**src/rtl/buffer_dati.sv**
```systemverilog
// buffer_dati: DEPTH-word write/read buffer on the memory side of the mining sequencer.
// Define PARITY_EN to store an even-parity bit per word and flag read mismatches on parity_err.
module buffer_dati #(
   parameter int unsigned DATA_W = 32,
   parameter int unsigned DEPTH  = 16
) (
   input  logic              clk,
   input  logic              reset,
   input  logic              we,
   input  logic              re,
   input  logic [DATA_W-1:0] data_in,
   input  logic              data_valid,
   input  logic [8:0]        indirizzo_read,
   output logic [DATA_W-1:0] data_out,
   output logic              data_out_valid,
   output logic              fine_scrittura,
   output logic              fine_lettura,
   output logic              parity_err
);

   localparam int unsigned AW      = (DEPTH > 1) ? $clog2(DEPTH) : 1;
   localparam logic [8:0]  LAST    = 9'(DEPTH - 1);
   localparam logic [9:0]  DEPTH_L = 10'(DEPTH);

   typedef enum logic [2:0] {
      IDLE   = 3'd0,
      WRITE  = 3'd1,
      FULL   = 3'd2,
      R_ADDR = 3'd3,
      R_DATA = 3'd4,
      R_WAIT = 3'd5,
      DONE   = 3'd6
   } state_t;

   state_t            state;
   logic [8:0]        wr_ptr;
   logic              rd_last;
   logic [DATA_W-1:0] mem [DEPTH];
   logic              wr_en;
   logic              addr_oor;
   logic [AW-1:0]     rd_idx;

   assign wr_en    = (state == WRITE) && we && data_valid;
   assign addr_oor = {1'b0, indirizzo_read} >= DEPTH_L;
   assign rd_idx   = indirizzo_read[AW-1:0];

   // Storage has no reset: contents survive a reset.
   always_ff @(posedge clk) begin
      if (wr_en) mem[wr_ptr[AW-1:0]] <= data_in;
   end

   // The R_ADDR read lands directly in data_out, so the word and its pulses show during R_DATA.
   always_ff @(posedge clk or negedge reset) begin
      if (!reset) begin
         state          <= IDLE;
         wr_ptr         <= '0;
         rd_last        <= 1'b0;
         data_out       <= '0;
         data_out_valid <= 1'b0;
         fine_scrittura <= 1'b0;
         fine_lettura   <= 1'b0;
      end else begin
         data_out_valid <= 1'b0;
         fine_scrittura <= 1'b0;
         fine_lettura   <= 1'b0;
         case (state)
            IDLE, DONE: begin
               if (we) begin
                  state  <= WRITE;
                  wr_ptr <= '0;
               end else if (re) begin
                  state <= R_ADDR;
               end
            end
            WRITE: begin
               if (wr_en) begin
                  if (wr_ptr == LAST) begin
                     fine_scrittura <= 1'b1;
                     state          <= FULL;
                  end else begin
                     wr_ptr <= wr_ptr + 9'd1;
                  end
               end
            end
            FULL: begin
               if (re && !we) state <= R_ADDR;
            end
            R_ADDR: begin
               if (!re) begin
                  state <= IDLE;
               end else if (addr_oor) begin
                  data_out       <= '0;
                  data_out_valid <= 1'b1;
                  fine_lettura   <= 1'b1;
                  state          <= DONE;
               end else begin
                  data_out       <= mem[rd_idx];
                  data_out_valid <= 1'b1;
                  rd_last        <= (indirizzo_read == LAST);
                  fine_lettura   <= (indirizzo_read == LAST);
                  fine_scrittura <= (indirizzo_read != LAST);
                  state          <= R_DATA;
               end
            end
            R_DATA: begin
               if (!re)          state <= IDLE;
               else if (rd_last) state <= DONE;
               else              state <= R_WAIT;
            end
            R_WAIT: begin
               state <= re ? R_ADDR : IDLE;
            end
            default: state <= IDLE;
         endcase
      end
   end

`ifdef PARITY_EN
   logic par_mem [DEPTH];

   always_ff @(posedge clk) begin
      if (wr_en) par_mem[wr_ptr[AW-1:0]] <= ^data_in;
   end

   always_ff @(posedge clk or negedge reset) begin
      if (!reset) begin
         parity_err <= 1'b0;
      end else begin
         parity_err <= (state == R_ADDR) && re && !addr_oor &&
                       ((^mem[rd_idx]) != par_mem[rd_idx]);
      end
   end
`else
   assign parity_err = 1'b0;
`endif

endmodule

```
**config.mk**
```make
export PLATFORM = sky130hd
export DESIGN_NAME = buffer_dati
export DESIGN_NICKNAME = d
export VERILOG_FILES = /design/src/rtl/buffer_dati.sv
export SDC_FILE = /design/constraint.sdc
export NUM_CORES = 1
export LEC_CHECK = 0
export BUFFER_PORTS_ARGS = -buffer_cell sky130_fd_sc_hd__buf_2
export CORE_ASPECT_RATIO = 0.9
export CORE_MARGIN = 2
export CORE_UTILIZATION = 41
export CTS_BUF_LIST = sky130_fd_sc_hd__clkbuf_16
export DETAILED_ROUTE_END_ITERATION = 12
export SYNTH_ARGS = -nofsm -noshare
export SYNTH_HDL_FRONTEND = slang
export SYNTH_SLANG_ARGS = --single-unit
```
**constraint.sdc**
```tcl
create_clock -name clk -period 4.8 [get_ports clk]
set_clock_uncertainty 0.1 [all_clocks]
set_input_delay 0.72 -clock clk [delete_from_list [all_inputs] [get_ports clk]]
set_output_delay 0.72 -clock clk [all_outputs]
set_load 0.01 [all_outputs]
```
## Word-level counts from Yosys, hierarchy flattened

Memories as Yosys holds them, arrays and structs flattened.
Cells that the tools add are included.

- Register bits: 48
- Bits in writable memories: 512
- Memories: 1
- Input bits: 46

- Bitwise gates (word level): 1
- Equality and inequality tests: 15
- Order comparisons: 1
- Reduce and logical (&&, ||, !) cells: 11
- Add/sub/neg operators: 1
- Multiplexer cells: 28

Memories:

| name | words | width | read ports | clocked after memory_dff | wr ports | RTL line | RTL |
|---|---|---|---|---|---|---|---|
| mem | 16 | 32 | 1 | 0 | 1 | 38 | `logic [DATA_W-1:0] mem [DEPTH];` |

Operators by type and width:

| cell | number |
|---|---|
| $mux W32 | 1 |
| $mux W9 | 3 |
| $mux W3 | 7 |
| $eq A9 B4 Y1 const B | 2 |
| $pmux W3 S6 | 1 |
| $pmux W9 S2 | 1 |
| $mux W1 | 11 |
| $add A9 B1 Y9 const B | 1 |
| $eq A3 B3 Y1 const B | 3 |
| $ge A9 B5 Y1 const B | 1 |
| $ne A9 B4 Y1 const B | 1 |
| $ne A2 B2 Y1 const B | 4 |
| $reduce_and A4 Y1 | 2 |
| $eq A3 B2 Y1 const B | 2 |
| $mux W2 | 3 |
| $eq A3 B1 Y1 const B | 1 |
| $logic_and A1 B1 Y1 | 3 |
| $logic_not A3 Y1 | 1 |
| $ne A3 B3 Y1 const B | 1 |
| $reduce_and A3 Y1 | 1 |
| $ne A2 B1 Y1 const B | 1 |
| $pmux W1 S2 | 1 |
| $reduce_and A2 Y1 | 1 |
| $reduce_bool A2 Y1 | 1 |
| 3 further kinds | 3 |

## Longest topological paths before layout

- Depth in word-level cells: 5
- Mapped depth: 8
- Depth with buffers taken out: 6

## Worst setup path before layout

Ideal clock, no wire load.

- Path kind: input-to-reg
- Start point: input port data_valid
- End point: memory mem[3][0], enable pin
- Stages on the path: 4
- Slack: 0.837 ns
- Data arrival time: 3.402 ns
- Library setup time: 0.461 ns
- Required time: 4.239 ns
- Cells stage by stage: nand2_1 nor2_1 nand2_1 nor3_1

- Cells in the longest elaborated chain, start to end: 3

RTL lines:

| element | RTL line | RTL |
|---|---|---|
| start, declared | 12 | `input logic data_valid,` |
| $logic_and A1 B1 Y1 | 43 | `assign wr_en = (state == WRITE) && we && data_valid;` |
| $mux W1 | 49 | `if (wr_en) mem[wr_ptr[AW-1:0]] <= data_in;` |
| $mux W1 (implied by the code) | 49 |  |
| end, declared | 38 |  |

No other way between the ends.

## Final worst setup path

- Start point: register state[0]
- End point: memory mem[15][24], enable pin

- Cells in the longest elaborated chain, start to end: 5

RTL lines:

| element | RTL line | RTL |
|---|---|---|
| start, declared | 35 | `state_t state;` |
| start signal, assigned | 111 | `state <= re ? R_ADDR : IDLE;` |
| $eq A3 B1 Y1 | 43 |  |
| $logic_and A1 B1 Y1 (2 in a row) | 43 |  |
| $mux W1 | 49 |  |
| $mux W1 (implied by the code) | 49 |  |

No other way between the ends.

==> impl_metrics.tcl <==
set metrics [dict create \
    hold_buffers 0 \
    arrival_ps 3310 \
    status "complete, no violations" \
    clk_latency_ps 600 \
    place_area_um2 23000 \
    core_area_um2 52000 \
    stdcell_area_um2 24700 \
    post-dp-hpwl_um 25200 \
    grt_usage_pct 17.5 \
    floorplan.io_pins 82 \
    routed_wl_um 46600 \
    fin_tns_setup_ps 0 \
    synth_cells 1060 \
    nets 1221 \
    synth_nets 1110 \
    die_h_um 222 \
    ys.flop_type "edfxtp_1" \
    setup_viol 0 \
    max_freq_mhz 318 \
    slew_headroom_pct 26.5 \
    via_count 10400 \
    drt_iter0_markers 963 \
    worst_hold_slack_ps 59.0 \
    grt_antenna_before_repair 1 \
    rsz0062_at_grt "no" \
    synth_seq_cells 560 \
    cts_sinks 560 \
    cts_tree "built" \
    area_growth_syn_to_layout_pct 14.0 \
    ctsResizeCount 0 \
    chipWidth_um 246 \
    path_class "reg2reg" \
    startpoint_type "flop" \
    synth_area_leader_cell "edfxtp_1" \
    dp_slack_ps 1500 \
    maxCapViolations 0 \
    antenna_cells 0 \
    synth_edf_count 512 \
    ctsHtreeMaxLevel 2 \
    route.detailed.drc 0 \
    grt_pass1_wl_um 70400 \
    synth_cell_type_count 45 \
    power_mw 10.2 \
    detail_route.first_pass.iterations 5 \
    worstHoldPathType "in2async" \
    post_cts_buffers 0 \
    yosys_warnings 0 \
    row_count 79 \
    leakagePower_nw 8.30 \
    worstMarginPinSlew_ps 1100 \
    setup_ws_ps 1660 \
    place_inst 1802 \
    antenna_left 0 \
    synth_area_leaders "edfxtp_1 (71%), mux4_2 (13%), dfrtp_1 (5.5%)" \
    utilization_pct 47.5 \
    drive_gt1_share_pct 30.2 \
    post_drt_wl_per_cell_um 24.5 \
    ys_async_sr_fraction_pct 8.57 \
    hold_viol_final 0 \
    grt_max_degree 79 \
    r2r_setup_slack_ps 1660 \
    grt_pass1_vias 10700 \
    syn_area_um2 21700 \
    drv_slew 0 \
    root_buffer "clkbuf_16" \
    clk_pin_slew_worst_paths_ps 70 \
    critPathRequiredTime_ps 4970 \
    via_per_inst 5.44 \
    seq_area_frac_synth_pct 76.5 \
    numCtsBuffers 55 \
    io_buffers 80 \
    start_util_pct 41.7 \
    cp-end-kind "flop" \
    power_density_nw_per_um2 415 \
    fin_cells 1905 \
    fin_crit_sh_pct 65.5 \
    cts_buffer_depth 3 \
    grt_overflow 0 \
    die_area_um2 54700 \
    cp_max_fo 18 \
    avgSynthCellArea_um2 20.5 \
    place_congestion 0.738 \
    min_period_ps 3140 \
    synth_top_cell_area_share_pct 70.9 \
    ir_drop_mv 0.254 \
]
[area by class of cell]
class | instances | area [µm²]
clock inverter | 47 | 302
multi-input combinational | 438 | 4870
timing repair buffer | 110 | 677
fill | 4376 | 27300
sequential | 560 | 16600
inverter | 6 | 22.5
tap | 688 | 861
clock buffer | 56 | 1400
[final timing paths]
| kind | startpoint | endpoint | cells after the start |
|---|---|---|---|
| max | state[0] | mem[15][24] | 6 |
| min | reset | data_out[19] | 1 |
| max reg2reg | state[0] | mem[15][24] | 6 |
| min reg2reg | data_out[1] | data_out[1] | 2 |
| max in group asynchronous | reset | data_out[27] | 2 |
| min in group clk | indirizzo_read[5] | fine_lettura | 3 |
[layout by cell type (no fill, tap or decap), types with 2 or more instances in the layout]
cell type  count
a21oi_1       10
mux2_2        31
nor2_4        12
bufinv_16      3
and3_4         2
nor3_1         2
mux4_2       126
clkbuf_16     56
inv_1         21
ha_1           4
clkinv_2      14
nand3_1        8
o31ai_1        2
nor3_2         4
mux2i_1       33
nand2_1       80
nor4_1         2
dfrtp_1       48
nor2_1        13
o41ai_1        2
buf_2         77
nor3b_1        2
o21ai_1       60
or3_1          3
clkinv_1      11
buf_4         29
nand2b_1       7
edfxtp_1     512
o21ai_0       12
nor2b_1        3
buf_12         3
xnor2_1        2
[Yosys cell counts (all sizes together), types with 2 or more instances]
cell type / count
mux2i: 33
mux4: 126
o41ai: 2
mux2: 31
ha: 4
buf: 37
o21ai: 72
or3: 3
dfrtp: 48
and3: 2
edfxtp: 512
clkbuf: 19
o31ai: 2
nand2b: 7
nor3: 6
nand2: 81
nor2: 26
xnor2: 2
nor3b: 2
nor4: 2
inv: 6
a21oi: 10
nand3: 9
nor2b: 3
[power breakdown]
group | total [mW] | internal (mW) | leakage [nW] | switching [mW]
Clock | 4.07 | 2.27 | 0.902 | 1.79
Sequential | 5.49 | 5.42 | 5.27 | 0.0697
Combinational | 0.691 | 0.269 | 2.13 | 0.421
Total | 10.2 | 7.96 | 8.30 | 2.28
[cell families (layout without fill, tap and decap cells)]
group,after synthesis,after routing,synth area share [%]
multiplexers,190,190,16.2
AO/OA/AOI/OAI,96,96,2.44
XOR/XNOR,3,3,0.121
AND/OR/NAND/NOR,144,144,2.92
flip-flops,560,560,76.5
adder cells (fa/ha/maj),4,4,0.231
other,1,1,0.0173
buffers and inverters,62,219,1.58
[layer usage]
| layer | vias up | global-route usage [%] | part of all wire (%) |
|---|---|---|---|
| met2 | 257 | 27.6 | 48 |
| met4 | 2 | 4.78 | 2.1 |
| met1 | 5510 | 25.7 | 45 |
| li1 | 4523 | - | - |
| met5 | - | 0 | 0.028 |
| met3 | 71 | 2.64 | 4.7 |
[registers in the layout (all words and copies together) (netlist names)]
name            count
data_out           32
data_out_valid      1
fine_lettura        1
fine_scrittura      1
mem               512
rd_last             1
state               3
wr_ptr              9
[worst max-delay path, stage by stage (launching register included)]
cell     delay (ps)
dfrtp_1         510
nor2b_1         240
nand2_1         170
nor2_1          290
nand2_1         330
nor2_4          720
buf_4           410
Power figures use the tool's default switching activity.
